### config.mk
export PLATFORM = sky130hd
export DESIGN_NAME = spram32_arb
export DESIGN_NICKNAME = d
export VERILOG_FILES = /design/src/rtl/spram32_arb_pkg.sv /design/src/rtl/spram32_arb_pick.sv /design/src/rtl/spram32_arb.sv
export SDC_FILE = /design/constraint.sdc
export NUM_CORES = 1
export LEC_CHECK = 0
export ABC_CLOCK_PERIOD_IN_PS = 2900
export CAP_MARGIN = 20
export CORE_AREA = 2 2 89 91
export CTS_BUF_LIST = sky130_fd_sc_hd__clkbuf_4 sky130_fd_sc_hd__clkbuf_8
export DETAILED_ROUTE_END_ITERATION = 10
export DIE_AREA = 0 0 91 93
export HOLD_SLACK_MARGIN = 0.02
export PLACE_DENSITY = 0.72
export REMOVE_ABC_BUFFERS = 1
export SYNTH_ARGS = -nofsm -noshare
export SYNTH_HDL_FRONTEND = slang
export SYNTH_SLANG_ARGS = --single-unit
export TNS_END_PERCENT = 1
### constraint.sdc
create_clock -name clk -period 2.9 [get_ports clk]
set_input_delay 0.29 -clock clk [delete_from_list [all_inputs] [get_ports clk]]
set_output_delay 0.29 -clock clk [all_outputs]
set_load 0.05 [all_outputs]
### src/rtl/spram32_arb_pkg.sv
// Shared types for the two-master SRAM arbiter.
package spram32_arb_pkg;

    localparam int unsigned RUN_W = 4;

    typedef logic [14:0] addr_t;
    typedef logic [31:0] data_t;
    typedef logic [3:0]  bmsk_t;

    typedef enum logic [1:0] {
        GNT_NONE = 2'd0,
        GNT_M0   = 2'd1,
        GNT_M1   = 2'd2
    } gnt_e;

endpackage

### src/rtl/spram32_arb_pick.sv
// Fixed-priority grant selection with an anti-starvation run counter for M1.
module spram32_arb_pick
    import spram32_arb_pkg::*;
#(
    parameter int unsigned MAX_RUN = 4
) (
    input  logic clk,
    input  logic rst,
    input  logic req0,
    input  logic req1,
    output gnt_e gnt
);

    logic [RUN_W-1:0] run_cnt;
    logic [RUN_W-1:0] run_cnt_nxt;

    // Grant: M0 preferred unless M1 has waited through MAX_RUN M0 grants
    always_comb begin
        gnt = GNT_NONE;
        if (rst) begin
            gnt = GNT_NONE;
        end else if (req0 && req1) begin
            gnt = (run_cnt == RUN_W'(MAX_RUN)) ? GNT_M1 : GNT_M0;
        end else if (req0) begin
            gnt = GNT_M0;
        end else if (req1) begin
            gnt = GNT_M1;
        end
    end

    // Run counter: counts M0 grants while M1 waits, saturating at MAX_RUN
    always_comb begin
        run_cnt_nxt = run_cnt;
        if (!req1 || gnt == GNT_M1) begin
            run_cnt_nxt = '0;
        end else if (gnt == GNT_M0 && run_cnt < RUN_W'(MAX_RUN)) begin
            run_cnt_nxt = run_cnt + RUN_W'(1);
        end
    end

    // Run counter register
    always_ff @(posedge clk) begin
        if (rst) begin
            run_cnt <= '0;
        end else begin
            run_cnt <= run_cnt_nxt;
        end
    end

endmodule

### src/rtl/spram32_arb.sv
// Two-master arbiter in front of a 32-bit single-port SRAM with 1-cycle read return.
module spram32_arb
    import spram32_arb_pkg::*;
#(
    parameter int unsigned AW      = 15,
    parameter int unsigned DW      = 32,
    parameter int unsigned MAX_RUN = 4
) (
    input  logic          clk,
    input  logic          rst,
    input  logic          req0,
    input  logic          req1,
    input  logic          we0,
    input  logic          we1,
    input  logic [3:0]    bmsk0,
    input  logic [3:0]    bmsk1,
    input  logic [AW-1:0] ai0,
    input  logic [AW-1:0] ai1,
    input  logic [DW-1:0] vi0,
    input  logic [DW-1:0] vi1,
    output logic          ack0,
    output logic          ack1,
    output logic          rv0,
    output logic          rv1,
    output logic [DW-1:0] vo,
    output logic [AW-1:0] m_ai,
    output logic [DW-1:0] m_vi,
    output logic          m_we,
    output logic [3:0]    m_bmsk,
    input  logic [DW-1:0] m_vo
);

    gnt_e gnt;
    gnt_e pend;
    gnt_e pend_nxt;

    spram32_arb_pick #(
        .MAX_RUN (MAX_RUN)
    ) u_pick (
        .clk  (clk),
        .rst  (rst),
        .req0 (req0),
        .req1 (req1),
        .gnt  (gnt)
    );

    // Memory request mux; idle cycles present M0's address as a harmless read
    always_comb begin
        ack0   = 1'b0;
        ack1   = 1'b0;
        m_ai   = ai0;
        m_vi   = vi0;
        m_we   = 1'b0;
        m_bmsk = 4'b0000;
        pend_nxt = GNT_NONE;
        case (gnt)
            GNT_M0: begin
                ack0   = 1'b1;
                m_we   = we0;
                m_bmsk = we0 ? bmsk0 : 4'b0000;
                pend_nxt = we0 ? GNT_NONE : GNT_M0;
            end
            GNT_M1: begin
                ack1   = 1'b1;
                m_ai   = ai1;
                m_vi   = vi1;
                m_we   = we1;
                m_bmsk = we1 ? bmsk1 : 4'b0000;
                pend_nxt = we1 ? GNT_NONE : GNT_M1;
            end
            default: ;
        endcase
    end

    // Remember which master owns the read returning next cycle
    always_ff @(posedge clk) begin
        if (rst) begin
            pend <= GNT_NONE;
        end else begin
            pend <= pend_nxt;
        end
    end

    // Read valid pulses; a reset arriving while a read is in flight kills its return
    always_comb begin
        rv0 = !rst && (pend == GNT_M0);
        rv1 = !rst && (pend == GNT_M1);
    end

    assign vo = m_vo;

endmodule

======== Word-level counts from Yosys, hierarchy flattened ========
Cells that the tools add are included.
word-level totals
  register bits ........................... 6
  output and inout bits ................... 88
  logic and storage cells ................. 33
operators by class
  $add $sub $neg .......................... 1
  magnitude comparators ................... 1
  equal/unequal tests ..................... 5
  multiplexer cells ....................... 16
  reductions and logical operators ........ 8
operators by type and width
  cell                                                                           count
  32-bit two-way mux                                                             1
  15-bit two-way mux                                                             1
  2-bit two-way mux                                                              6
  4-bit two-way mux                                                              2
  4-bit one-hot mux with 2 select lines                                          1
  4-bit by 1-bit adder with 4-bit output (second input constant)                 1
  2-bit by 1-bit == test with 1-bit output (second input constant)               2
  2-bit == test (second input constant)                                          2
  4-bit by 3-bit == test with 1-bit output (second input constant)               1
  1-bit logical AND                                                              4
  4-bit by 3-bit less-than comparator with 1-bit output (second input constant)  1
  2-bit one-hot mux with 2 select lines                                          1
  1-bit two-way mux                                                              3
  1-bit zero test                                                                2
  1-bit one-hot mux with 2 select lines                                          1
  2-bit OR reduction                                                             1
  1-bit logical OR                                                               1

======== Longest topological paths before layout ========
Gate-level depths: netlist (run 1).
  word-level depth ........................ 7
  gate-level depth with buffers ........... 9
  depth with buffers taken out ............ 7

======== Modules after synthesis ========
From an unflattened synthesis (run 1), not the netlist that was laid out.
second synthesis, totals
  cell total of the unflattened synthesis .. 131
  area total of the unflattened synthesis .. 1323.8 sq um
by module, submodules not included
  module            times used  cells each  area each (sq um)  seq. area each (sq um)
  spram32_arb       1           105         1086.0             40.0
  spram32_arb_pick  1           26          237.7              80.1

======== Least setup slack after synthesis (run 1) ========
No wires, ideal clock.
  kind .................................... register to output
  from .................................... register u_pick.run_cnt[0]
  to ...................................... output m_bmsk[0]
  data arrival time ....................... 2.521 ns
  required time ........................... 2.610 ns
  path slack .............................. 0.089 ns
  stages on the path, launching flop included .. 10
  buffers on the path ..................... 2
  path through ............................ dfxtp_1 -> inv_1 -> ha_1 -> and3b_1 -> o21a_1 -> ha_1 -> buf_6 -> buf_8 -> nand3_1 -> a21oi_1
on the way
  longest elaborated chain between the ends .. 6
  elaborated cells on any way between the ends .. 7
RTL lines
  element                                                                    RTL line                RTL
  start: declaration                                                         spram32_arb_pick.sv:14  logic [RUN_W-1:0] run_cnt;
  start signal: assignment                                                   spram32_arb_pick.sv:46  run_cnt <= run_cnt_nxt;
  4-bit by 3-bit == test with 1-bit output *                                 spram32_arb_pick.sv:23  gnt = (run_cnt == RUN_W'(MAX_RUN)) ? GNT_M1 : GNT_M0;
  2-bit two-way mux *                                                        spram32_arb_pick.sv:23
  2-bit two-way mux *                                                        spram32_arb_pick.sv:22  end else if (req0 && req1) begin
  2-bit two-way mux *                                                        spram32_arb_pick.sv:20  if (rst) begin
  2-bit == test or 2-bit by 1-bit == test with 1-bit output (tied branches)  spram32_arb.sv:56       case (gnt)
  4-bit one-hot mux with 2 select lines *                                    spram32_arb.sv:56
  end: declaration                                                           spram32_arb.sv:29       output logic [3:0] m_bmsk,
Every way passes the cells marked *; elsewhere a longest branch is shown, timed or not.

======== Final worst setup path (run 1) ========
  from .................................... input req1
  to ...................................... output m_bmsk[3]
on the way
  longest elaborated chain between the ends .. 6
  elaborated cells on any way between the ends .. 8
RTL lines
  element                                                                    RTL line                RTL
  start: declaration                                                         spram32_arb.sv:12       input logic req1,
  2-bit two-way mux                                                          spram32_arb_pick.sv:26  end else if (req1) begin
  2-bit two-way mux                                                          spram32_arb_pick.sv:24  end else if (req0) begin
  2-bit two-way mux *                                                        spram32_arb_pick.sv:22
  2-bit two-way mux *                                                        spram32_arb_pick.sv:20
  2-bit == test or 2-bit by 1-bit == test with 1-bit output (tied branches)  spram32_arb.sv:56
  4-bit one-hot mux with 2 select lines *                                    spram32_arb.sv:56
Marks and branches as above.

==> results of run 1 <==
-- per-stage QoR --
stage	worst slack (ns)	power [mW]	utilization
finish	0.314	0.876	0.465
global route	0.162	0.907	0.465
floorplan	-1.48	0.378	-
detailed placement	0.332	0.756	0.459
global placement	0.360	0.749	0.459
CTS	0.312	0.887	0.465
-- registers in the layout (all words and copies together), names as in the netlist --
signal and flops:
pend 2, u_pick.run_cnt 4
-- kinds of logic (layout without fill, tap and decap cells) --
group	after synthesis	after routing	share of synthesized area
AND/OR/NAND/NOR	26	26	0.133
multiplexers	49	49	0.476
AO/OA/AOI/OAI	8	8	0.0316
buffers and inverters	42	172	0.247
flip-flops	6	6	0.0797
adder cells (fa/ha/maj)	4	4	0.0332
-- per-layer routing --
layer / up-vias / wire [um] / GRT usage
met5: - / 0 / 0
met4: 0 / 64 / 0.0253
met3: 4 / 1680 / 0.180
met2: 160 / 5860 / 0.464
met1: 690 / 2170 / 0.141
li1: 714 / - / -
-- cell usage in the layout (no fill, tap or decap), types with 2 or more instances in the layout --
master           count
mux2_4              44
buf_12              52
nor3b_1              5
mux2_2               5
nand3_1              8
inv_1                3
a21oi_1              4
dfxtp_1              6
nor4b_1              2
clkdlybuf4s50_1    109
ha_1                 3
o21a_1               2
buf_4                5
clkbuf_8             3
and4bb_2             2
-- power breakdown --
part           switching [mW]  internal (mW)  leakage, nW  total, mW
Sequential           0.000751         0.0839       0.0484     0.0847
Combinational           0.286          0.381         1.36      0.667
Clock                  0.0354         0.0892       0.0216      0.125
-- worst max-delay path, delay by kind of cell --
family / cells / cell delay, ns
adder cells (fa/ha/maj): 1 / 0.29
AND/OR/NAND/NOR: 2 / 0.28
buffers and inverters: 3 / 0.96
AO/OA/AOI/OAI: 2 / 0.45
-- final cells by class --
type | instances | area, um2
Fill cell | 689 | 4030
Timing Repair Buffer | 166 | 2170
Multi-Input combinational cell | 87 | 1030
Tap cell | 102 | 128
Sequential cell | 6 | 120
Clock buffer | 3 | 41.3
Inverter | 3 | 11.3
-- path summary, 6_finish.rpt --
| kind | from | to | slack (ns) | cells after the start |
|---|---|---|---|---|
| min reg2reg | u_pick.run_cnt[3] | u_pick.run_cnt[3] | 0.55 | 1 |
| min | u_pick.run_cnt[3] | u_pick.run_cnt[3] | 0.55 | 1 |
| max reg2reg | u_pick.run_cnt[0] | u_pick.run_cnt[0] | 0.69 | 7 |
| max | req1 | m_bmsk[3] | 0.31 | 8 |
==> reports/qor.csv, run 1 <==
metric,value,unit
number of warning messages in the yosys log,0,
chain of cells forming the critical path,clkdlybuf4s50_1 > nor2b_1 > o21a_1 > ha_4 > buf_12 > nand3_1 > a21oi_1 > buf_12,
register area share after synthesis,0.0797,
DR DRC count,0,
worst clock skew,0.00319,ns
Die H,93,um
"EDFF count, synth",0,
count of cells resized by post-cts repair,0,
kind of path behind the tightest hold check,reg -> reg,
share of cells above drive strength 1,0.430,
Iter 0 DRT Violations,31,
hold violation total from the final report,0,
Worst path max stage delay,0.56,ns
length of the first detailed-routing pass in iterations,4,
starting utilization of the core area,0.200,
cell at the slowest stage of the critical path,clkdlybuf4s50_1,
Routed Antenna Nets,0,
most area-hungry cell type in the Yosys netlist,mux2_4,
crit path DAT,2.30,ns
clock edge transition at the registers on the reported setup and hold paths,0.04,ns
TritonCTS clock tree,yes,
static power due to leakage,1.43,nW
outcome,completed,
average wire per cell in the routed design,26.6,um
final hold slack,0.551,ns
post-placement cell count,364,
vias in the first global route,1646,
final worst path period share,0.892,
H-tree Lvls,1,
clock tree buffer depth,2,
cell area after technology mapping,0.00151,mm2
number of buffers created by CTS,3,
Crit path required time,2.61,ns
clk root buf,clkbuf_8,
"number of standard cells in the layout, taps in and fillers out",367,
crit end category,output port,
clock insertion delay at the later pin of the skew report,0.22,ns
I/O Pins,228,
"Async S/R FF share, synth",0,
largest net degree at the start of global routing,28,
mean post-synth cell area,11.2,um2
top cells by area in the synthesized netlist,"mux2_4 44%, buf_4 16%, dfxtp_1 8.0%",
total count of max-transition violations in the final report,0,
final wirelength,9.78,mm
first-pass GRT wire length,12.9,mm
post-layout net count,411,
Area growth syn-to-layout,132,%
#FFs+latches synth,6,
number of buffers inserted by port buffering,163,
gr usage total,0.219,
most prevalent standard cell on the critical path,buf_12,
critical path launch point type,primary input,
Max Cap Violations,0,
number of standard cells after synthesis,135,
# diodes,0,
via density per instance,4.27,
Final Instance Area,0.00350,mm2
power density normalized to cell area,251,mW/mm2
min cycle time layout,2.59,ns
clock net sink count,6,
synth unique cells,27,
maximum frequency from static timing analysis,387,MHz
post-detailed-placement half-perimeter wirelength,9.09,mm
global placement routability congestion,0.825,
total die area,0.00846,mm2
peak supply drop,0.0911,mV
RSZ-0062 raised after global routing,no,
row count,32,
TNS Setup,0,ns
worst relative slew slack,0.668,
Commonest cells post-synth,"44 x mux2_4, 32 x buf_4, 8 x nand3_1",
number of hold buffers added after CTS,0,
floorplan core area,0.00753,mm2
most used flip-flop cell after synthesis,dfxtp_1,
Die X-Extent,91,um
Post CTS Setup Buffer Count,0,
largest fanout on the critical path,21,
transition time at the pin with the least slew margin,0.497,ns
DP Area,0.00346,mm2
top-count cell post-synth,mux2_4,
global route overflow,0,
routed via count,1568,
portion of synthesized cell area occupied by the leading cell type,0.439,
initial antenna violation count,0,
path type of the worst setup path,in -> out,
Finish-stage setup viols,0,
Note: power is estimated with default switching activity, not from simulation.
==> run 2, diff against run 1 <==
SETUP_SLACK_MARGIN = 0.4   (was not set)
TNS_END_PERCENT = not set   (was 1)
==> reports/qor.csv, run 2 (synthesized netlist as in run 1, its figures left out) <==
metric,value,unit
largest fanout on the critical path,13,
Stages on worst setup path,8,
post-layout net count,417,
crit end category,output port,
kind of path behind the tightest hold check,reg -> reg,
clk root buf,clkbuf_8,
critical path launch point type,flop,
TNS Setup,0,ns
path type of the worst setup path,reg -> out,
final hold slack,0.550,ns
clock edge transition at the registers on the reported setup and hold paths,0.04,ns
worst reg-to-reg setup slack,0.88,ns
worst slack after detailed placement,0.332,ns
Routed Antenna Nets,0,
number of hold buffers added after CTS,0,
H-tree Lvls,1,
Min-Delay Endpoint,u_pick.run_cnt[3],
Worst Path Buf+Inv,3,
I/O Pins,228,
TritonCTS clock tree,yes,
Max Cap Violations,0,
"number of standard cells in the layout, taps in and fillers out",373,
global route overflow,0,
worst-case reg-to-reg path depth,7,
Area growth syn-to-layout,138,%
static power due to leakage,1.49,nW
transition time at the pin with the least slew margin,0.496,ns
Finish-stage setup viols,0,
share of cells above drive strength 1,0.461,
top flop regs,"u_pick.run_cnt x4, pend x2",
starting utilization of the core area,0.200,
R2R Path End,u_pick.run_cnt[0],
gr usage total,0.223,
first-pass GRT wire length,13.2,mm
outcome,completed,
floorplan core area,0.00753,mm2
final worst path period share,0.844,
via density per instance,4.27,
DR DRC count,0,
number of buffers inserted by port buffering,163,
length of the first detailed-routing pass in iterations,3,
clock tree buffer depth,2,
Final Instance Area,0.00358,mm2
number of buffers created by CTS,3,
post-detailed-placement half-perimeter wirelength,9.09,mm
vias in the first global route,1679,
routed via count,1591,
Crit path required time,2.61,ns
worst relative slew slack,0.668,
row count,32,
chain of cells forming the critical path,inv_1 > ha_2 > and3b_1 > o21a_1 > ha_4 > bufbuf_16 > mux2_4 > buf_12,
number of instances on the worst hold path,1,
power density normalized to cell area,247,mW/mm2
register bank with the most flops,u_pick.run_cnt,
crit path DAT,2.16,ns
startpoint of the tightest hold check path,u_pick.run_cnt[3],
min cycle time layout,2.45,ns
hold violation total from the final report,0,
worst clock skew,0.00349,ns
total die area,0.00846,mm2
average wire per cell in the routed design,26.6,um
timing startpoint of the critical path,u_pick.run_cnt[0],
maximum frequency from static timing analysis,409,MHz
Die H,93,um
final wirelength,9.92,mm
startpoint of the most critical register-to-register path,u_pick.run_cnt[0],
clock net sink count,6,
"most common cell after layout, fill and taps aside",clkdlybuf4s50_1,
RSZ-0062 raised after global routing,yes,
Crit path max-delay family,buffers and inverters,
total count of max-transition violations in the final report,0,
largest net degree at the start of global routing,22,
Iter 0 DRT Violations,29,
DP Area,0.00346,mm2
Die X-Extent,91,um
global placement routability congestion,0.825,
Worst path max stage delay,0.34,ns
initial antenna violation count,0,
clock insertion delay at the later pin of the skew report,0.22,ns
most frequent cells in the layout,"107 x clkdlybuf4s50_1, 52 x buf_12, 44 x mux2_4, 10 x buf_4, 8 x nand3_1",
flip-flop count of the largest register after layout,4,
cell at the slowest stage of the critical path,dfxtp_2,
post-route setup slack,0.453,ns
peak supply drop,0.0912,mV
post-placement cell count,364,
# diodes,0,
[run 2: cell types whose count changed in the layout (fill, tap and decap cells not counted), sizes merged]
cell	delta
buf	+5
dlymetal6s2s	+2
clkdlybuf4s50	-2
bufbuf	+1
[run 2: routing by layer]
| metal | global-route usage | share of wire | up-vias |
|---|---|---|---|
| met5 | 0 | 0 | - |
| met4 | 0.0455 | 0.018 | 0 |
| met3 | 0.185 | 0.17 | 6 |
| met2 | 0.463 | 0.59 | 160 |
| met1 | 0.141 | 0.22 | 699 |
| li1 | - | - | 726 |
[run 2: how the worst max path moves through the flow]
stage                    end
global route        m_ai[10]
CTS                 m_vi[22]
floorplan               m_we
global placement    m_ai[10]
finish               m_ai[3]
detailed placement  m_ai[10]
[run 2: power by group]
group	switching, mW	total (mW)	internal [mW]
Clock	0.0352	0.124	0.0891
Sequential	0.000712	0.0847	0.0840
Combinational	0.289	0.676	0.387
Total	0.325	0.885	0.561
[run 2: stage by stage]
step	power (mW)	utilization
floorplan	0.378	-
global placement	0.749	0.459
detailed placement	0.756	0.459
CTS	0.895	0.474
global route	0.916	0.476
finish	0.885	0.476
[run 2: worst reg2reg max path, stage by stage (launching register included)]
cell	delay, ns
dfxtp_2	0.34
inv_1	0.05
ha_2	0.18
and3b_1	0.18
o21ai_0	0.18
ha_2	0.35
nor3b_4	0.25
mux2_2	0.36
[run 2: timing repair]
| item | 4_1_cts | 5_1_grt |
|---|---|---|
| setup endpoints to repair | 46 | 33 |
| resized for setup | 3 | 4 |
| cloned | 1 | 0 |
| pin swaps | 0 | 1 |
| buffers inserted | 4 | 1 |
[run 2: cell type report]
cell class / count / area (um2)
Fill cell: 686 / 3940
Timing Repair Buffer: 172 / 2240
Multi-Input combinational cell: 87 / 1040
Tap cell: 102 / 128
Sequential cell: 6 / 123
Clock buffer: 3 / 41.3
Inverter: 3 / 11.3
==> run 3, diff against run 2 <==
ABC_CLOCK_PERIOD_IN_PS = 2200   (was 2900)
PLACE_DENSITY = 0.75   (was 0.72)
clock period = 2.2 ns   (was 2.9 ns; I/O delays follow)
==> reports/qor.csv, run 3 (synthesized netlist as in run 1, its figures left out) <==
metric,value,unit
outcome,"complete, but fails checks",
violated checks,negative setup slack,
worst reg-to-reg setup slack,0.15,ns
post-layout net count,421,
flip-flop count of the largest register after layout,4,
total count of max-transition violations in the final report,0,
Die X-Extent,91,um
Finish-stage setup viols,42,
Min-Delay Endpoint,vo[0],
number of instances on the worst hold path,0,
DP Area,0.00352,mm2
top flop regs,"u_pick.run_cnt x4, pend x2",
row count,32,
clock tree buffer depth,2,
path type of the worst setup path,reg -> out,
worst clock skew,0.00106,ns
crit end category,output port,
chain of cells forming the critical path,inv_2 > ha_4 > and3b_1 > o21a_1 > ha_4 > buf_12 > mux2_4 > buf_12,
post-detailed-placement half-perimeter wirelength,8.40,mm
net switching fraction of the power,0.366,
clock edge transition at the registers on the reported setup and hold paths,0.03,ns
switching power summed over all nets,435,uW
number of buffers inserted by port buffering,163,
Crit path max-delay family,buffers and inverters,
startpoint of the tightest hold check path,m_vo[0],
# diodes,0,
largest fanout on the critical path,13,
DR DRC count,0,
number of buffers created by CTS,3,
cell at the slowest stage of the critical path,mux2_4,
final wirelength,9.47,mm
Internal,754,uW
post-route setup slack,-0.0392,ns
final worst path period share,1.02,
Die H,93,um
Routed Antenna Nets,0,
kind of path behind the tightest hold check,in -> out,
clock insertion delay at the later pin of the skew report,0.22,ns
RSZ-0062 raised after global routing,yes,
I/O Pins,228,
via density per instance,4.42,
Final Instance Area,0.00374,mm2
global placement routability congestion,0.852,
routed via count,1666,
power density normalized to cell area,318,mW/mm2
initial antenna violation count,0,
static power due to leakage,1.52,nW
transition time at the pin with the least slew margin,0.403,ns
gr usage total,0.208,
Iter 0 DRT Violations,16,
length of the first detailed-routing pass in iterations,2,
largest net degree at the start of global routing,14,
share of cells above drive strength 1,0.516,
min cycle time layout,2.24,ns
share of total power in sequential cells,0.094,
starting utilization of the core area,0.200,
critical path launch point type,flop,
R2R Path End,u_pick.run_cnt[0],
most frequent cells in the layout,"107 x clkdlybuf4s50_1, 55 x buf_12, 44 x mux2_4, 7 x buf_4",
Worst Path Buf+Inv,3,
Max Cap Violations,0,
relative contribution of the clock network to total power,0.135,
first-pass GRT wire length,12.5,mm
clock net sink count,6,
vias in the first global route,1743,
"most common cell after layout, fill and taps aside",clkdlybuf4s50_1,
Area growth syn-to-layout,149,%
worst slack after detailed placement,-0.0257,ns
TritonCTS clock tree,yes,
total die area,0.00846,mm2
crit path DAT,2.02,ns
startpoint of the most critical register-to-register path,u_pick.run_cnt[0],
overall power,1.19,mW
peak supply drop,0.240,mV
H-tree Lvls,1,
average wire per cell in the routed design,25.1,um
register bank with the most flops,u_pick.run_cnt,
hold violation total from the final report,0,
maximum frequency from static timing analysis,447,MHz
worst relative slew slack,0.731,
Crit path required time,1.98,ns
Comb pwr share,0.771,
Worst path max stage delay,0.33,ns
final hold slack,0.440,ns
global route overflow,0,
floorplan core area,0.00753,mm2
worst-case reg-to-reg path depth,8,
clk root buf,clkbuf_8,
## run 3: cell types whose count changed in the layout (fill, tap and decap cells not counted), moves of 3 or more
cell     delta
buf_4       -3
a21oi_1     -3
buf_12      +3
buf_6       +5
nand3_1     -3
## run 3: layout make-up
class,instances,area (um2)
Timing Repair Buffer,176,2340
Tap cell,102,128
Inverter,3,11.3
Multi-Input combinational cell,87,1100
Fill cell,671,3780
Sequential cell,6,123
Clock buffer,3,41.3
## run 3: power by group through the flow
stage / Clock (mW) / Sequential [mW] / Combinational (mW)
2_1_floorplan: 0 / 0.113 / 0.385
3_3_place_gp: 0 / 0.113 / 0.877
3_5_place_dp: 0 / 0.113 / 0.890
4_1_cts: 0.168 / 0.111 / 0.915
5_1_grt: 0.173 / 0.112 / 0.945
6_report: 0.161 / 0.112 / 0.916
## run 3: worst max-delay path by stage
stage / start / endpoint / slack, ns / cells past startpoint
6_report: u_pick.run_cnt[0] / m_vi[29] / -0.04 / 8
5_1_grt: u_pick.run_cnt[0] / m_vi[29] / -0.13 / 8
4_1_cts: u_pick.run_cnt[0] / m_vi[5] / -0.07 / 8
3_5_place_dp: req1 / m_vi[11] / -0.03 / 7
3_3_place_gp: req1 / m_vi[11] / 0.04 / 7
2_1_floorplan: u_pick.run_cnt[0] / m_we / -2.11 / 7
## run 3: per-layer routing
metal  up-vias  global-route usage  routed length, um
met1       770               0.152               2390
met3        24               0.114               1140
met2       136               0.386               4970
met4         2               0.160                901
met5         -              0.0769                 69
li1        734                   -                  -
## run 3: repair_timing
action,4_1_cts,5_1_grt
resized for setup,21,6
hold endpoints to repair,0,0
gates cloned,2,0
setup endpoints to repair,59,59
hold buffers,0,0
buffers inserted,4,0
pin swaps,3,2
## run 3: per-stage QoR
step	setup TNS, ns	std cells	util
finish	-0.848	377	0.497
global route	-4.97	377	0.497
CTS	-1.98	377	0.492
detailed placement	-0.444	368	0.467
global placement	0	368	0.467
floorplan	-94.52	96	-
## run 3: worst register-to-register path, cell delays in order, from the launching register on
cell     delay, ns
dfxtp_2       0.33
inv_2         0.05
ha_4          0.15
and3b_1       0.19
o21ai_0       0.20
ha_2          0.30
buf_4         0.15
nor3b_4       0.22
mux2_2        0.35
